==> config.mk <==
export PLATFORM = sky130hd
export DESIGN_NAME = alu_pipe
export DESIGN_NICKNAME = d
export VERILOG_FILES = /design/src/rtl/alu_pipe.sv
export SDC_FILE = /design/constraint.sdc
export NUM_CORES = 1
export LEC_CHECK = 0
export BUFFER_PORTS_ARGS = -buffer_cell sky130_fd_sc_hd__buf_2
export CORE_ASPECT_RATIO = 1.1
export CORE_UTILIZATION = 30
export CTS_CLUSTER_DIAMETER = 200
export CTS_CLUSTER_SIZE = 12
export DETAILED_ROUTE_END_ITERATION = 10
export GPL_ROUTABILITY_DRIVEN = 1
export SYNTH_ARGS = -nofsm -noshare
export SYNTH_HDL_FRONTEND = slang
export SYNTH_SLANG_ARGS = --single-unit
==> constraint.sdc <==
create_clock -name clk -period 11.5 [get_ports clk]
set_clock_uncertainty 0.1 [all_clocks]
set_input_delay 1.15 -clock clk [delete_from_list [all_inputs] [get_ports clk]]
set_output_delay 1.15 -clock clk [all_outputs]
set_load 0.005 [all_outputs]
==> src/rtl/alu_pipe.sv <==
// alu_pipe: pipelined integer ALU with valid/ready handshakes and a flush.
//
// Takes one op per cycle from the reservation station. The result is
// computed combinationally and captured in stage 0. Stages 1..STAGES-1
// only delay the result. The last stage drives the out_* ports, so an op
// accepted in cycle t appears on out_valid in cycle t+STAGES.
//
// Ports
//   clk            clock; all state changes on the rising edge
//   rst            synchronous reset, active-low
//   flush          kills every in-flight op (branch mispredict)
//   in_valid       op presented by the reservation station
//   in_ready       pipe can accept an op this cycle
//   in_op          5-bit opcode
//   in_a, in_b     XLEN-bit operands
//   in_tag         ROB destination tag
//   in_is_branch   op resolves a branch
//   out_valid      result held at the output
//   out_ready      ROB/CDB consumes the result
//   out_result     XLEN-bit result (0 for an illegal opcode)
//   out_tag        tag of the result
//   out_is_branch  copy of in_is_branch
//   out_illegal    opcode was not recognised
module alu_pipe #(
    parameter int XLEN   = 32,
    parameter int TAG_W  = 3,
    parameter int STAGES = 2
) (
    input  logic             clk,
    input  logic             rst,
    input  logic             flush,
    input  logic             in_valid,
    output logic             in_ready,
    input  logic [4:0]       in_op,
    input  logic [XLEN-1:0]  in_a,
    input  logic [XLEN-1:0]  in_b,
    input  logic [TAG_W-1:0] in_tag,
    input  logic             in_is_branch,
    output logic             out_valid,
    input  logic             out_ready,
    output logic [XLEN-1:0]  out_result,
    output logic [TAG_W-1:0] out_tag,
    output logic             out_is_branch,
    output logic             out_illegal
);

    localparam int SH_W = $clog2(XLEN);
    localparam int LAST = STAGES - 1;

    typedef enum logic [4:0] {
        OP_ADD  = 5'b00000,
        OP_AND  = 5'b00001,
        OP_OR   = 5'b00010,
        OP_SLL  = 5'b00011,
        OP_SRL  = 5'b00100,
        OP_SLT  = 5'b00101,
        OP_SLTU = 5'b00110,
        OP_SRA  = 5'b00111,
        OP_SUB  = 5'b01000,
        OP_XOR  = 5'b01001,
        OP_EQ   = 5'b01010,
        OP_GE   = 5'b01011,
        OP_NE   = 5'b01100,
        OP_GEU  = 5'b01101,
        OP_JALR = 5'b10001,
        OP_LT   = 5'b11010,
        OP_LTU  = 5'b11011
    } op_e;

    op_e             op_sel;
    logic [SH_W-1:0] shamt;
    logic [XLEN-1:0] alu_result;
    logic            alu_illegal;

    logic [STAGES-1:0] valid_q;
    logic [XLEN-1:0]   result_q  [STAGES];
    logic [TAG_W-1:0]  tag_q     [STAGES];
    logic              branch_q  [STAGES];
    logic              illegal_q [STAGES];

    logic [STAGES-1:0] can_load;
    logic              chain;
    logic              accept;

    assign op_sel = op_e'(in_op);
    assign shamt  = in_b[SH_W-1:0];

    // Turns a compare outcome into a zero-extended 0/1 result.
    function automatic logic [XLEN-1:0] flag(input logic c);
        return {{(XLEN-1){1'b0}}, c};
    endfunction

    // Combinational ALU. Unknown opcodes produce a zero result and raise
    // the illegal flag, which travels down the pipe with the result.
    always_comb begin
        alu_result  = '0;
        alu_illegal = 1'b0;
        case (op_sel)
            OP_ADD, OP_JALR: alu_result = in_a + in_b;
            OP_SUB:          alu_result = in_a - in_b;
            OP_AND:          alu_result = in_a & in_b;
            OP_OR:           alu_result = in_a | in_b;
            OP_XOR:          alu_result = in_a ^ in_b;
            OP_SLL:          alu_result = in_a << shamt;
            OP_SRL:          alu_result = in_a >> shamt;
            OP_SRA:          alu_result = $unsigned($signed(in_a) >>> shamt);
            OP_SLT, OP_LT:   alu_result = flag($signed(in_a) < $signed(in_b));
            OP_SLTU, OP_LTU: alu_result = flag(in_a < in_b);
            OP_GE:           alu_result = flag($signed(in_a) >= $signed(in_b));
            OP_GEU:          alu_result = flag(in_a >= in_b);
            OP_EQ:           alu_result = flag(in_a == in_b);
            OP_NE:           alu_result = flag(in_a != in_b);
            default:         alu_illegal = 1'b1;
        endcase
    end

    // A stage can take new contents when it, or any stage after it, is
    // empty, or when the output is being consumed. Walking from the last
    // stage backwards gives every stage's answer without a combinational
    // loop through the per-stage terms.
    always_comb begin
        chain    = out_ready;
        can_load = '0;
        for (int k = LAST; k >= 0; k--) begin
            chain       = chain | ~valid_q[k];
            can_load[k] = chain;
        end
    end

    assign in_ready = rst & ~flush & can_load[0];
    assign accept   = in_valid & in_ready;

    // Pipeline state. Valid bits advance when the next slot can take them.
    // Data registers only load when a real op moves in, so the output data
    // holds still during stalls and bubbles. Reset clears everything and
    // takes priority over flush. Flush clears only the valid bits.
    always_ff @(posedge clk) begin
        if (!rst) begin
            valid_q <= '0;
            for (int k = 0; k < STAGES; k++) begin
                result_q[k]  <= '0;
                tag_q[k]     <= '0;
                branch_q[k]  <= 1'b0;
                illegal_q[k] <= 1'b0;
            end
        end else begin
            if (flush) begin
                valid_q <= '0;
            end else begin
                if (can_load[0]) begin
                    valid_q[0] <= accept;
                end
                for (int k = 1; k < STAGES; k++) begin
                    if (can_load[k]) begin
                        valid_q[k] <= valid_q[k-1];
                    end
                end
            end
            if (accept) begin
                result_q[0]  <= alu_result;
                tag_q[0]     <= in_tag;
                branch_q[0]  <= in_is_branch;
                illegal_q[0] <= alu_illegal;
            end
            for (int k = 1; k < STAGES; k++) begin
                if (can_load[k] && valid_q[k-1]) begin
                    result_q[k]  <= result_q[k-1];
                    tag_q[k]     <= tag_q[k-1];
                    branch_q[k]  <= branch_q[k-1];
                    illegal_q[k] <= illegal_q[k-1];
                end
            end
        end
    end

    assign out_valid     = valid_q[LAST];
    assign out_result    = result_q[LAST];
    assign out_tag       = tag_q[LAST];
    assign out_is_branch = branch_q[LAST];
    assign out_illegal   = illegal_q[LAST];

endmodule

==> results of run 1 <==
## state kept, by name (all words and copies together) (netlist names)
register / cells
result_q: 64
illegal_q: 2
branch_q: 2
tag_q: 6
valid_q: 2
## cell usage in the layout (no fill, tap or decap), drive strengths merged, types with 23 or more instances in the layout
| cell | n |
|---|---|
| o211ai | 27 |
| nor2 | 145 |
| and2 | 47 |
| nor3 | 34 |
| a31oi | 37 |
| o21ai | 95 |
| edfxtp | 74 |
| a21oi | 116 |
| a221oi | 23 |
| mux2i | 52 |
| buf | 142 |
| a21o | 28 |
| nand2 | 125 |
| a211oi | 25 |
| inv | 101 |
| nand3 | 28 |
| mux4 | 45 |
| ha | 99 |
## synthesized netlist by cell type, types with 8 or more instances
cell type	n	area share (%)
nor3_1	33	1.3
nand3_1	27	1.1
nand2b_1	16	0.81
a221o_1	10	0.81
a21oi_1	115	4.6
nor2b_1	14	0.71
buf_2	36	1.5
o22ai_1	13	0.66
nor2_1	145	4.4
nand4_1	10	0.50
a211o_1	8	0.56
and3_1	11	0.55
mux2i_1	51	4.1
a211oi_1	24	1.5
a22oi_1	15	0.91
o21bai_1	9	0.54
o31ai_1	11	0.67
clkbuf_1	60	1.8
or3_1	10	0.50
mux2_2	21	1.9
and2_1	46	2.3
inv_1	101	3.1
mux4_1	9	1.9
o21a_1	10	0.61
a21o_1	28	1.7
ha_1	99	10
nor4_1	9	0.45
a221oi_1	22	1.6
mux4_2	36	6.5
o21ai_0	91	3.7
o221ai_1	11	0.78
edfxtp_1	74	18
buf_4	38	2.3
nand2_1	124	3.8
xnor2_1	12	0.85
a31oi_1	37	1.9
o211ai_1	25	1.5
## power groups by stage
| stage | Clock [mW] | Combinational [mW] | Sequential [mW] |
|---|---|---|---|
| final | 0.293 | 0.498 | 0.324 |
| after global routing | 0.313 | 0.534 | 0.326 |
| after CTS | 0.303 | 0.487 | 0.324 |
| after detailed placement | 0 | 0.485 | 0.330 |
| after global placement | 0 | 0.484 | 0.330 |
| after floorplan | 0 | 0.331 | 0.329 |
## final cells by class
type	count	area (um2)	share of cell area (%)
multi-input combinational	1213	8980	67.3
sequential	76	2260	16.9
timing repair buffer	142	778	5.83
tap	513	642	4.81
inverter	101	379	2.84
clock buffer	11	233	1.74
clock inverter	5	76.3	0.571
antenna	1	2.50	0.0187
## kinds of logic (layout without fill, tap and decap cells)
kind of cell	count (synthesis)	after routing	synth area share, %
AOI/OAI and AO/OA	505	505	27.8
xor gates and xnor gates	15	15	1.06
adders and majority gates	101	101	10.3
buffers and inverters	248	259	9.64
DFF	76	76	18.2
muxes	119	119	14.8
other	0	1	0
and+or+nand+nor	473	473	18.3
## worst max path at each step
stage | slack [ns] | end | cells after the start
global route | 6.30 | result_q[0][28]$_SDFFCE_PN0P_ | 13
finish | 6.47 | result_q[0][28]$_SDFFCE_PN0P_ | 13
CTS | 6.61 | result_q[0][0]$_SDFFCE_PN0P_ | 13
global placement | 6.28 | result_q[0][18]$_SDFFCE_PN0P_ | 13
detailed placement | 6.26 | result_q[0][0]$_SDFFCE_PN0P_ | 13
floorplan | 6.91 | result_q[0][27]$_SDFFCE_PN0P_ | 15
## routing by layer
metal	vias to the layer above	global-route usage [%]
met5	-	0
met2	650	38.5
met4	2	8.62
li1	5729	-
met1	6243	34.7
met3	88	2.76
==> impl_metrics.yaml, run 1 <==
placed_design:
  portBuffers: 116
  pre_cts_ws_ns: 6.26
  dp.cells: 2045
  placed_area_um2: 13000
  hpwl_mm: 40.9
  place_congestion: 0.985
logic_synthesis:
  syn_area_um2: 12400
  synthCells: 1537
  async_reset_ff_share_pct: 0
  ys_ff_latch: 76
  synth_ff_type: "edfxtp_1"
  synth_edf_count: 74
  ys_seq_area_share_pct: 18.2
  synth_area_per_cell_um2: 8.07
  yosysUniqueCellTypes: 97
  syn_nets: 1716
  yosys_warnings: 0
power_and_ir_drop:
  power_switching_mw: 0.435
  internal_power_mw: 0.681
  total_power_mw: 1.12
  clkPwrFrac_pct: 26.3
  p_leak_nw: 5.49
  pwr-share-comb_pct: 44.7
  swShare_pct: 39.0
  ir_drop_v: 0.0000697
  p_seq_share_pct: 29.0
  pwr_density_cell_nw_per_um2: 83.5
drt:
  routed_wirelength_mm: 52.6
  drt_iter0_markers: 1471
  routedWlPerCell_um: 25.5
  vias: 12712
  route.detailed.drc: 0
  highest_layer: "met5"
  dr.pass1.iters: 6
  drt-met1-wl_mm: 23.0
  avgViaCountPerCell: 6.16
  ant_nets: 0
  dr_wl_met2_mm: 23.7
  met3WireLength_mm: 3.96
critical_path:
  reg2reg_slack_ns: 9.18
  cp_slowest_cell: "buf_4"
  critPathLaunchType: "input port"
  arrival_ns: 4.99
  r2r_start: "valid_q[1]$_SDFFE_PP0P_"
  critical_path_required_ns: 11.47
  crit_path_end_kind: "flip-flop"
  critPathMaxStageDelay_ns: 0.56
  cp-startpoint: "in_b[2]"
  cp_top_family: "compound AO/OA/AOI/OAI gates"
  crit_chain: "buf_2, buf_4, inv_1, buf_4, ha_1, a211oi_1, o21ai_1, nand3_1, a21oi_1, a21oi_1, o31ai_2, mux2i_1, a31oi_1"
  criticalPathCategory: "input port to flip-flop"
  worstReg2RegEnd: "result_q[0][3]$_SDFFCE_PN0P_"
  reg2reg_depth: 7
  critPathBufInv: 4
  critPathMaxFanout: 62
timing:
  min_period_ns: 5.03
  fin_ws_ns: 6.47
  fin_hold_ws_ns: 0.418
  max_freq_mhz: 199
  slew_headroom_pct: 33.5
  setup_viol: 0
  slew_viol_final: 0
  period_share_pct: 43.7
  worst_slew_pin_slew_ns: 0.972
  rsz0062_at_grt: "false"
  hold_viol_final: 0
  final.setup.tns_ns: 0
finish:
  areaGrowthSynthToFinish_pct: 7.63
  fin_util_pct: 33.0
  layout-drive-gt1-share_pct: 15.9
  final_nets: 1722
  fillers: 4332
  fin_cells: 2062
  finalInstanceArea_um2: 13400
cts:
  clk_latency_ns: 0.33
  numCtsBuffers: 9
  path_clk_slew_ns: 0.06
  htree_levels: 3
  cts_buffer_depth: 2
  root_buffer: "clkbuf_16"
  cts_setup_buffers: 0
  tritoncts: "built"
  cts_sinks: 76
  cts_resized: 0
  hold_buffers: 0
worst_hold_path:
  hold_class: "flip-flop to flip-flop"
  min-delay-start: "result_q[0][20]$_SDFFCE_PN0P_"
  holdPathEnd: "result_q[0][52]$_SDFFCE_PN0P_"
  hold-path-cell-count: 1
grt:
  gr-usage-all-layers_pct: 24.6
  grt_pass1_vias: 11894
  antenna_found_initial: 3
  grt_overflow: 0
  grt_max_degree: 79
  grt_pass1_wl_mm: 78.5
outcome:
  status: "completed"
die:
  dieHeight_um: 215
  rows: 77
  io_pins: 117
  fp.dieW_um: 196
  core-area_um2: 40500
  start_util_pct: 30.7
  dieArea_um2: 42200
job:
  maxCapViolCount: 0
Note: power is estimated with default switching activity, not from simulation.
==> run 2: changes to the inputs <==
- clock period: 11.5 -> 4.54 ns (I/O delays scaled with it)
==> impl_metrics.yaml, run 2 (synthesized netlist as in run 1, its figures left out) <==
drt:
  drt_iter0_markers: 1555
  routedWlPerCell_um: 25.4
  route.detailed.drc: 0
  ant_nets: 0
  vias: 12847
  dr.pass1.iters: 6
  routed_wirelength_mm: 53.0
  avgViaCountPerCell: 6.14
outcome:
  status: "completed"
die:
  rows: 77
  io_pins: 117
  fp.dieW_um: 196
  core-area_um2: 40500
  start_util_pct: 30.7
  dieArea_um2: 42200
  dieHeight_um: 215
power_and_ir_drop:
  ir_drop_v: 0.000162
  pwr_density_cell_nw_per_um2: 207
  p_leak_nw: 5.64
finish:
  layout-drive-gt1-share_pct: 17.6
  fin_util_pct: 33.6
  areaGrowthSynthToFinish_pct: 9.46
  final_cell_mix: "145 x nor2_1, 123 x nand2_1, 115 x a21oi_1, 115 x buf_2, 101 x inv_1"
  finalInstanceArea_um2: 13600
  final_common_cell: "nor2_1"
  largest-register: "result_q"
  num_antenna_cells: 0
  final_nets: 1752
  largest_reg_flops: 64
  largestRegisters: "result_q x64, tag_q x6"
worst_hold_path:
  min-delay-start: "in_valid"
  hold-path-cell-count: 3
  holdPathEnd: "valid_q[0]$_SDFFE_PP0N_"
  hold_class: "input port to flip-flop"
cts:
  cts_setup_buffers: 0
  path_clk_slew_ns: 0.06
  clk_latency_ns: 0.33
  hold_buffers: 0
  cts_resized: 0
  htree_levels: 3
  numCtsBuffers: 9
  cts_buffer_depth: 2
  root_buffer: "clkbuf_16"
  cts_sinks: 76
  tritoncts: "built"
critical_path:
  crit_path_end_kind: "flip-flop"
  cpMostUsedCell: "a31oi_1"
  criticalPathCategory: "input port to flip-flop"
  reg2reg_slack_ns: 1.99
  critPathBufInv: 2
  r2r_start: "valid_q[1]$_SDFFE_PP0P_"
  crit_chain: "buf_4, inv_1, ha_1, or3_1, nor4b_1, and4_1, xnor2_1, a22oi_1, o2111ai_1, a31oi_1, a31oi_1"
  critPathMaxFanout: 37
  critical_path_required_ns: 4.49
  reg2reg_depth: 7
  critPathLaunchType: "input port"
  worstReg2RegEnd: "result_q[0][4]$_SDFFCE_PN0P_"
  cp_top_family: "simple AND/OR/NAND/NOR gates"
  arrival_ns: 4.09
  cp_slowest_cell: "nor4b_1"
  critPathMaxStageDelay_ns: 0.64
timing:
  min_period_ns: 4.14
  setup_viol: 0
  final.setup.tns_ns: 0
  hold_viol_final: 0
  slew_headroom_pct: 12.6
  period_share_pct: 91.1
  max_freq_mhz: 242
  slew_viol_final: 0
  worst_slew_pin_slew_ns: 1.30
  rsz0062_at_grt: "false"
placed_design:
  portBuffers: 116
  placed_area_um2: 13300
  place_congestion: 1.00
  hpwl_mm: 42.1
grt:
  grt_max_degree: 80
  grt_pass1_wl_mm: 78.6
  gr-usage-all-layers_pct: 24.6
  grt_overflow: 0
  grt_pass1_vias: 12128
  antenna_found_initial: 0
job:
  maxCapViolCount: 0
run 2: worst register-to-register path, delay by kind of cell (launching register included):
kind                   cells  cell delay, ns
AO/OA/AOI/OAI              3            0.90
buffers and inverters      2            0.67
flip-flops                 1            0.30
AND/OR/NAND/NOR            2            0.33
run 2: area by class of cell:
type,count,area [um2]
Sequential cell,76,2260
Inverter,101,379
Clock inverter,6,63.8
Fill cell,4320,26900
Tap cell,513,642
Timing Repair Buffer,172,1030
Multi-Input combinational cell,1213,8980
Clock buffer,10,229
run 2: per-stage QoR:
stage | setup slack [ns] | std cells | total power, mW | hold slack, ns
floorplan | 0.646 | 1537 | 1.67 | 0.397
global placement | 0.199 | 2075 | 2.09 | 0.401
detailed placement | 0.185 | 2075 | 2.09 | 0.404
CTS | 0.531 | 2091 | 2.80 | 0.259
global route | 0.399 | 2091 | 2.94 | 0.291
finish | 0.403 | 2091 | 2.81 | 0.268
run 2: worst max path at each step:
| stage | from | to | slack (ns) | cells past startpoint |
|---|---|---|---|---|
| floorplan | in_b[2] | result_q[0][27]$_SDFFCE_PN0P_ | 0.65 | 15 |
| global placement | in_b[0] | result_q[0][0]$_SDFFCE_PN0P_ | 0.20 | 11 |
| detailed placement | in_b[0] | result_q[0][0]$_SDFFCE_PN0P_ | 0.19 | 11 |
| CTS | in_b[0] | result_q[0][0]$_SDFFCE_PN0P_ | 0.53 | 11 |
| global route | in_b[0] | result_q[0][0]$_SDFFCE_PN0P_ | 0.40 | 11 |
| finish | in_b[0] | result_q[0][0]$_SDFFCE_PN0P_ | 0.40 | 11 |
run 2: metal layers:
layer | up-vias | global-route usage (%) | part of all wire, %
met2 | 672 | 39.0 | 45
li1 | 5786 | - | -
met1 | 6290 | 34.3 | 43
met4 | 0 | 9.74 | 4.0
met3 | 99 | 2.28 | 7.6
met5 | - | 0 | 0
run 2: power by group:
group / leakage, nW / internal (mW) / switching [mW] / total [mW]
registers: 0.798 / 0.811 / 0.00859 / 0.820
logic: 4.71 / 0.456 / 0.834 / 1.29
clock network: 0.139 / 0.425 / 0.272 / 0.698
total: 5.64 / 1.69 / 1.11 / 2.81
==> run 3: changes to the inputs <==
- clock period: 4.54 -> 3.7 ns (I/O delays scaled with it)
==> impl_metrics.yaml, run 3 (synthesized netlist as in run 1, its figures left out) <==
cts:
  tritoncts: "built"
  numCtsBuffers: 9
  root_buffer: "clkbuf_16"
  clk_latency_ns: 0.33
  cts_setup_buffers: 0
  path_clk_slew_ns: 0.06
  htree_levels: 3
  cts_buffer_depth: 2
  cts_sinks: 76
finish:
  final_cell_mix: "145 x nor2_1, 133 x buf_4, 123 x nand2_1, 115 x a21oi_1, 115 x buf_2"
  fin_util_pct: 35.1
  layout-drive-gt1-share_pct: 21.7
  largest-register: "result_q"
  final_common_cell: "nor2_1"
  fin_cells: 2170
  finalInstanceArea_um2: 14200
  final_nets: 1831
  largestRegisters: "result_q x64, tag_q x6"
  num_antenna_cells: 0
  areaGrowthSynthToFinish_pct: 14.6
  largest_reg_flops: 64
drt:
  ant_nets: 0
  route.detailed.drc: 0
  avgViaCountPerCell: 6.07
  dr.pass1.iters: 5
  vias: 13181
  drt_iter0_markers: 1649
  routed_wirelength_mm: 53.2
  routedWlPerCell_um: 24.5
placed_design:
  place_congestion: 1.02
  hpwl_mm: 42.6
  portBuffers: 116
  dp.cells: 2154
  placed_area_um2: 13900
die:
  dieArea_um2: 42200
  rows: 77
  dieHeight_um: 215
  start_util_pct: 30.7
  fp.dieW_um: 196
  io_pins: 117
  core-area_um2: 40500
worst_hold_path:
  hold_class: "input port to flip-flop"
critical_path:
  arrival_ns: 3.48
  crit_path_end_kind: "flip-flop"
  criticalPathCategory: "input port to flip-flop"
  critPathMaxFanout: 5
  critPathLaunchType: "input port"
  cp_slowest_cell: "or4_1"
  critPathMaxStageDelay_ns: 0.60
  critical_path_required_ns: 3.66
  crit_chain: "buf_2, inv_1, ha_1, or4_1, nor4b_2, buf_4, and4_1, xnor2_1, a22oi_2, o2111ai_1, a31oi_2, a31oi_1"
power_and_ir_drop:
  swShare_pct: 39.6
  total_power_mw: 3.56
  internal_power_mw: 2.15
  ir_drop_v: 0.000203
  p_seq_share_pct: 28.2
  clkPwrFrac_pct: 25.1
  p_leak_nw: 6.03
  power_switching_mw: 1.41
  pwr_density_cell_nw_per_um2: 251
  pwr-share-comb_pct: 46.7
timing:
  max_freq_mhz: 284
  worst_slew_pin_slew_ns: 0.927
  fin_hold_ws_ns: 0.205
  hold_viol_final: 0
  rsz0062_at_grt: "false"
  period_share_pct: 95.1
  slew_headroom_pct: 38.0
  setup_viol: 0
  slew_viol_final: 0
  min_period_ns: 3.52
grt:
  gr-usage-all-layers_pct: 24.7
  grt_overflow: 0
  grt_pass1_wl_mm: 79.3
  grt_pass1_vias: 12410
  antenna_found_initial: 1
  grt_max_degree: 81
job:
  maxCapViolCount: 0
outcome:
  status: "completed"
## run 3: repair_timing
| action | 4_1_cts | 5_1_grt |
|---|---|---|
| setup endpoints to repair | 1 | 1 |
| hold buffers | 0 | 0 |
| endpoints found under the hold margin | 0 | 0 |
| resized for setup | 1 | 2 |
## run 3: final timing paths
kind                                 startpoint                       endpoint  slack (ns)  cells past startpoint
setup / recovery                       in_a[15]   result_q[0][0]$_SDFFCE_PN0P_        0.18                     12
hold / removal                         in_valid        valid_q[0]$_SDFFE_PP0N_        0.20                      3
setup reg to reg        valid_q[1]$_SDFFE_PP0P_  result_q[0][31]$_SDFFCE_PN0P_        1.62                      8
hold reg to reg   illegal_q[0][0]$_SDFFCE_PN0P_  illegal_q[0][1]$_SDFFCE_PN0P_        0.42                      1
## run 3: metrics by stage
stage,setup slack (ns),setup TNS [ns]
after floorplan,0.00383,0
after global placement,-0.441,-0.441
after detailed placement,-0.414,-0.414
after CTS,0.0262,0
after global routing,0.104,0
final,0.180,0
## run 3: final cells by class
| type | instances | area, um2 |
|---|---|---|
| Sequential cell | 76 | 2260 |
| Multi-Input combinational cell | 1213 | 8990 |
| Tap cell | 513 | 642 |
| Fill cell | 4295 | 26200 |
| Clock buffer | 9 | 225 |
| Timing Repair Buffer | 251 | 1630 |
| Clock inverter | 7 | 82.6 |
| Inverter | 101 | 379 |
## run 3: layer usage
layer / track usage (%) / part of all wire [%] / wire length [um]
met1: 35.0 / 44 / 23400
met2: 38.1 / 44 / 23500
met3: 2.72 / 7.9 / 4200
met4: 9.53 / 3.9 / 2070
met5: 0 / 0.024 / 13
## run 3: power groups by stage
stage / registers, mW / clock network, mW / logic, mW
after detailed placement: 1.03 / 0 / 1.61
after global placement: 1.02 / 0 / 1.61
after floorplan: 1.02 / 0 / 1.03
after global routing: 1.01 / 0.952 / 1.78
after CTS: 1.01 / 0.922 / 1.62
final: 1.01 / 0.896 / 1.66
## run 3: worst max-delay path: cells and delay by family
kind,cells,cell delay (ns)
AND/OR/NAND/NOR,3,1.17
AO/OA/AOI/OAI,4,1.00
buffers and inverters,3,0.46
adder cells (fa/ha/maj),1,0.38
XOR/XNOR,1,0.10
